$ cat src/rtl/stage_rr_arbiter.sv
// Round-robin front end that shares one single-entry processing stage among NUM_REQ requesters.
// Latency: accept at edge T, stage_valid from T, tagged out_valid after T+2 with a 1-cycle stage; >=4 cycles/txn.
// Backpressure: stalls in ISSUE on stage_i_ready, in WAIT on stage_r_ready, in DRAIN on out_ready; no grant while busy.
module stage_rr_arbiter #(
  parameter int NUM_REQ    = 4,
  parameter int DATA_WIDTH = 8,
  parameter int ID_WIDTH   = 2,
  parameter int CNT_WIDTH  = 16
) (
  input  logic                          clock,
  input  logic                          reset,
  input  logic [NUM_REQ-1:0]            req_valid,
  input  logic [NUM_REQ*DATA_WIDTH-1:0] req_data,
  output logic [NUM_REQ-1:0]            req_ready,
  output logic                          stage_valid,
  output logic [DATA_WIDTH-1:0]         stage_data,
  input  logic                          stage_i_ready,
  input  logic                          stage_r_ready,
  input  logic [DATA_WIDTH-1:0]         stage_result,
  output logic                          result_ready,
  output logic                          out_valid,
  output logic [DATA_WIDTH-1:0]         out_data,
  output logic [ID_WIDTH-1:0]           out_id,
  input  logic                          out_ready,
  output logic                          busy,
  output logic [CNT_WIDTH-1:0]          done_count
);

  typedef enum logic [1:0] {
    S_IDLE  = 2'd0,
    S_ISSUE = 2'd1,
    S_WAIT  = 2'd2,
    S_DRAIN = 2'd3
  } state_t;

  state_t                  state_q, state_d;
  logic [ID_WIDTH-1:0]     last_grant_q, last_grant_d;
  logic [ID_WIDTH-1:0]     grant_id_q, grant_id_d;
  logic                    stage_valid_q, stage_valid_d;
  logic [DATA_WIDTH-1:0]   stage_data_q, stage_data_d;
  logic                    out_valid_q, out_valid_d;
  logic [DATA_WIDTH-1:0]   out_data_q, out_data_d;
  logic [ID_WIDTH-1:0]     out_id_q, out_id_d;
  logic [CNT_WIDTH-1:0]    done_count_q, done_count_d;

  logic                    win_found;
  logic [ID_WIDTH-1:0]     win_id;
  logic [ID_WIDTH-1:0]     scan_id;

  // Pick the first valid requester after last_grant, wrapping modulo NUM_REQ.
  // last_grant itself is scanned last, so it only wins again when it is alone.
  always_comb begin
    win_found = 1'b0;
    win_id    = '0;
    scan_id   = '0;
    for (int i = 1; i <= NUM_REQ; i++) begin
      scan_id = ID_WIDTH'((int'(last_grant_q) + i) % NUM_REQ);
      if (!win_found && req_valid[scan_id]) begin
        win_found = 1'b1;
        win_id    = scan_id;
      end
    end
  end

  // Handshake strobes decoded from the current state.
  always_comb begin
    req_ready    = '0;
    result_ready = 1'b0;
    if (state_q == S_IDLE && win_found) begin
      req_ready[win_id] = 1'b1;
    end
    if (state_q == S_WAIT) begin
      result_ready = 1'b1;
    end
  end

  // Next-state and registered-output logic for the one-transaction-at-a-time sequencer.
  always_comb begin
    state_d       = state_q;
    last_grant_d  = last_grant_q;
    grant_id_d    = grant_id_q;
    stage_valid_d = stage_valid_q;
    stage_data_d  = stage_data_q;
    out_valid_d   = out_valid_q;
    out_data_d    = out_data_q;
    out_id_d      = out_id_q;
    done_count_d  = done_count_q;
    unique case (state_q)
      S_IDLE: begin
        // A winner always has req_valid high and req_ready high, so it transfers now.
        if (win_found) begin
          stage_data_d  = req_data[win_id*DATA_WIDTH +: DATA_WIDTH];
          grant_id_d    = win_id;
          last_grant_d  = win_id;
          stage_valid_d = 1'b1;
          state_d       = S_ISSUE;
        end
      end
      S_ISSUE: begin
        if (stage_i_ready) begin
          stage_valid_d = 1'b0;
          state_d       = S_WAIT;
        end
      end
      S_WAIT: begin
        if (stage_r_ready) begin
          out_data_d  = stage_result;
          out_id_d    = grant_id_q;
          out_valid_d = 1'b1;
          state_d     = S_DRAIN;
        end
      end
      S_DRAIN: begin
        if (out_ready) begin
          out_valid_d  = 1'b0;
          done_count_d = done_count_q + CNT_WIDTH'(1);
          state_d      = S_IDLE;
        end
      end
      default: state_d = S_IDLE;
    endcase
  end

  // State and output registers; reset aborts any transaction in flight.
  always_ff @(posedge clock or posedge reset) begin
    if (reset) begin
      state_q       <= S_IDLE;
      last_grant_q  <= ID_WIDTH'(NUM_REQ - 1);
      grant_id_q    <= '0;
      stage_valid_q <= 1'b0;
      stage_data_q  <= '0;
      out_valid_q   <= 1'b0;
      out_data_q    <= '0;
      out_id_q      <= '0;
      done_count_q  <= '0;
    end else begin
      state_q       <= state_d;
      last_grant_q  <= last_grant_d;
      grant_id_q    <= grant_id_d;
      stage_valid_q <= stage_valid_d;
      stage_data_q  <= stage_data_d;
      out_valid_q   <= out_valid_d;
      out_data_q    <= out_data_d;
      out_id_q      <= out_id_d;
      done_count_q  <= done_count_d;
    end
  end

  assign stage_valid = stage_valid_q;
  assign stage_data  = stage_data_q;
  assign out_valid   = out_valid_q;
  assign out_data    = out_data_q;
  assign out_id      = out_id_q;
  assign done_count  = done_count_q;
  assign busy        = (state_q != S_IDLE);

endmodule

$ cat config.mk
export PLATFORM = sky130hd
export DESIGN_NAME = stage_rr_arbiter
export DESIGN_NICKNAME = d
export VERILOG_FILES = /design/src/rtl/stage_rr_arbiter.sv
export SDC_FILE = /design/constraint.sdc
export NUM_CORES = 1
export LEC_CHECK = 0
export CORE_MARGIN = 2
export CORE_UTILIZATION = 46
export DETAILED_ROUTE_END_ITERATION = 6
export GPL_ROUTABILITY_DRIVEN = 0
export PLACE_DENSITY = 0.86
export SETUP_SLACK_MARGIN = 0.15
export SLEW_MARGIN = 20
export SYNTH_ARGS = -nofsm -noshare
export SYNTH_HDL_FRONTEND = slang
export SYNTH_SLANG_ARGS = --single-unit
$ cat constraint.sdc
create_clock -name clock -period 5.95 [get_ports clock]
set_clock_uncertainty 0.2 [all_clocks]
set_input_delay 1.4875 -clock clock [delete_from_list [all_inputs] [get_ports clock]]
set_output_delay 1.4875 -clock clock [all_outputs]
set_load 0.005 [all_outputs]
==> results_dict.tcl, run 1 <==
set metrics [dict create \
    status "finished clean" \
    yosysTopAreaCellShare_pct 47.3 \
    worstPathBufferInverterCount 2 \
    core_area_um2 4380 \
    synth_commonest_cells "dfrtp_1, nand2_1, mux2i_1" \
    nFillCells 330 \
    grt-ovfl-total 0 \
    cts_tree "built" \
    worst-path-stages 6 \
    cp.required_ns 4.26 \
    wl_per_cell_um 14.4 \
    fin_setup_tns_ns 0 \
    grt_pass1_vias 1676 \
    cp-start-kind "input port" \
    cts-buffers-inserted 5 \
    antenna_cells 0 \
    final_area_um2 3160 \
    vias 1719 \
    min_period_ns 5.43 \
    portBuffers 90 \
    htree_levels 2 \
    power.total_mw 1.26 \
    hold_path_class "reg -> reg" \
    cp_max_fo 9 \
    r2r-end "stage_data[5]" \
    fp-row-count 24 \
    fin_crit_sh_pct 91.2 \
    cp_slowest_stage_delay_ns 0.51 \
    r2r.worst_path.cells 6 \
    synthTopCellsByArea "dfrtp_1, mux2i_1, mux2_2" \
    syn_area_per_cell_um2 11.2 \
    fp.dieH_um 71.8 \
    max-vdd-ir-drop_v 0.000267 \
    path_common_cell "clkdlybuf4s50_1" \
    drtAntennaViolNets 0 \
    fin_cells 338 \
    busiest_layer "met2" \
    worst_pin_slew_ns 0.843 \
    synthCells 189 \
    hold_ws_ns 0.270 \
    cp.arrival_ns 3.74 \
    routed_wl_mm 4.87 \
    power.leakage_nw 1.41 \
    synth_edf_count 0 \
    postCtsResizedCells 0 \
    yosysSeqAreaShare_pct 49.8 \
    setup_viol 0 \
    ff_latch_area_um2 1050 \
    synth.distinct_cells 36 \
    rsz0062_at_grt "no" \
    firstDrtPassIters 4 \
    grt_use_met1_pct 23.5 \
    dp_hpwl_mm 3.79 \
    post_cts_buffers 0 \
    final_hold_viol_count 0 \
    drtIter0Drc 51 \
    yosysMostFrequentCell "dfrtp_1" \
    grt_max_degree 43 \
    grt_use_met2_pct 33.6 \
    clk_pin_slew_ns 0.08 \
    initial_core_util_pct 48.3 \
    drv_cap 0 \
    place_area_um2 3060 \
    viasPerCell 5.09 \
    cts_buffer_depth 2 \
    cts_hold_buf 0 \
    crit_path_start "req_valid[1]" \
    path_class "in -> out" \
    crit_end "req_ready[2]" \
    crit_path_end_kind "primary output" \
    r2r_slack_ns 3.94 \
    path_delay_family "simple AND/OR/NAND/NOR gates" \
    synth_flop_cell "dfrtp_1" \
    dieArea_um2 5160 \
    async_reset_ff_share_pct 100 \
    fmax_mhz 184 \
    worstPathCellList "clkdlybuf4s50_1 > nor4_1 > nand2b_1 > and2b_1 > and2b_2 > clkdlybuf4s50_1" \
    clock_latency_ns 0.29 \
    syn-num-nets 243 \
    drv_slew 0 \
    final_layout_size_suffix_gt1_share_pct 11.9 \
    track_usage_pct 19.4 \
    cts_root_buffer "clkbuf_8" \
    multi_input_area_um2 973 \
    dpl.cell_count 330 \
    grt_pass1_wl_mm 7.69 \
    yosys.area.top_type "dfrtp_1" \
    io_pins 91 \
    drc 0 \
    antenna_found_initial 0 \
    slew-limit-headroom_pct 43.7 \
    powerDensity_nw_per_um2 397 \
    syn2layout_area_growth_pct 49.2 \
    ys_ff_latch 42 \
    netlist_area_um2 2120 \
    use_met3_pct 5.91 \
    cts_sinks 42 \
    nets 339 \
    reg2reg_from "last_grant_q[1]" \
    ys_warn_count 0 \
    crit_slowest_cell "nor4_1" \
    fp.dieW_um 71.8 \
]
==> registers in the layout, summed over array words and instances, names as in the netlist <==
register      flops
out_id            2
stage_valid       1
grant_id_q        2
done_count       16
last_grant_q      2
stage_data        8
out_data          8
out_valid         1
state_q           2
==> worst min-delay path by stage <==
stage	from	endpoint	slack, ns	depth (start not counted)
3_5_place_dp	done_count[15]	done_count[15]	0.27	1
3_3_place_gp	done_count[15]	done_count[15]	0.26	1
6_report	done_count[15]	done_count[15]	0.27	1
2_1_floorplan	grant_id_q[0]	grant_id_q[0]	0.24	2
4_1_cts	done_count[15]	done_count[15]	0.28	1
5_1_grt	done_count[15]	done_count[15]	0.30	1
==> routing by layer <==
metal / vias to the layer above / part of all wire [%]
li1: 849 / -
met4: 0 / 0.60
met3: 4 / 6.2
met2: 46 / 53
met5: - / 0
met1: 820 / 40
==> layout by cell type, fill, tap and decap left out, drive strengths merged, types with 2 or more instances in the layout <==
cell,count
dfstp,2
xor2,5
o21ai,6
nand3,5
inv,9
o22ai,2
nor2,6
o221ai,8
clkbuf,6
and2b,2
nand4,2
clkdlybuf4s50,90
mux2i,17
buf,5
nand2b,5
a21oi,4
a21o,2
dfrtp,40
xnor2,10
and3,5
ha,5
mux2,11
nand2,27
==> report_power, final <==
part           internal, mW  switching [mW]
clock network        0.0932          0.0960
logic                 0.358           0.241
registers             0.394          0.0732
==> stage by stage <==
step / setup slack (ns) / util, %
floorplan: 1.79 / -
global placement: 0.643 / 69.9
detailed placement: 0.545 / 69.9
CTS: 0.538 / 72.1
global route: 0.414 / 72.1
finish: 0.522 / 72.1
==> kinds of logic (layout without fill, tap and decap cells) <==
kind of cell,count (synthesis),count (layout),share of synthesized area [%]
muxes,28,28,13.9
AOI/OAI and AO/OA,27,27,9.99
and+or+nand+nor,57,57,12.8
xor gates and xnor gates,15,15,6.21
buffers and inverters,15,112,4.43
DFF,42,42,49.8
adders and majority gates,5,5,2.96
==> final cells by class <==
class | count | share of cell area (%)
inverter | 9 | 1.07
sequential | 42 | 33.3
clock inverter | 2 | 0.396
multi-input combinational | 132 | 30.8
tap | 52 | 2.06
timing repair buffer | 95 | 29.7
clock buffer | 6 | 2.61
No activity file was read; power rests on OpenSTA's default activity.
==> inputs of run 2 (changes only) <==
--- a/config.mk
+++ b/config.mk
@@ -8,7 +8,7 @@
 export CORE_MARGIN = 2
 export CORE_UTILIZATION = 46
 export DETAILED_ROUTE_END_ITERATION = 6
-export GPL_ROUTABILITY_DRIVEN = 0
+export GPL_ROUTABILITY_DRIVEN = 1
 export PLACE_DENSITY = 0.86
 export SETUP_SLACK_MARGIN = 0.15
 export SLEW_MARGIN = 20
==> results of run 2 <==
The final DEF is identical to that of run 1; final timing and power are the same.
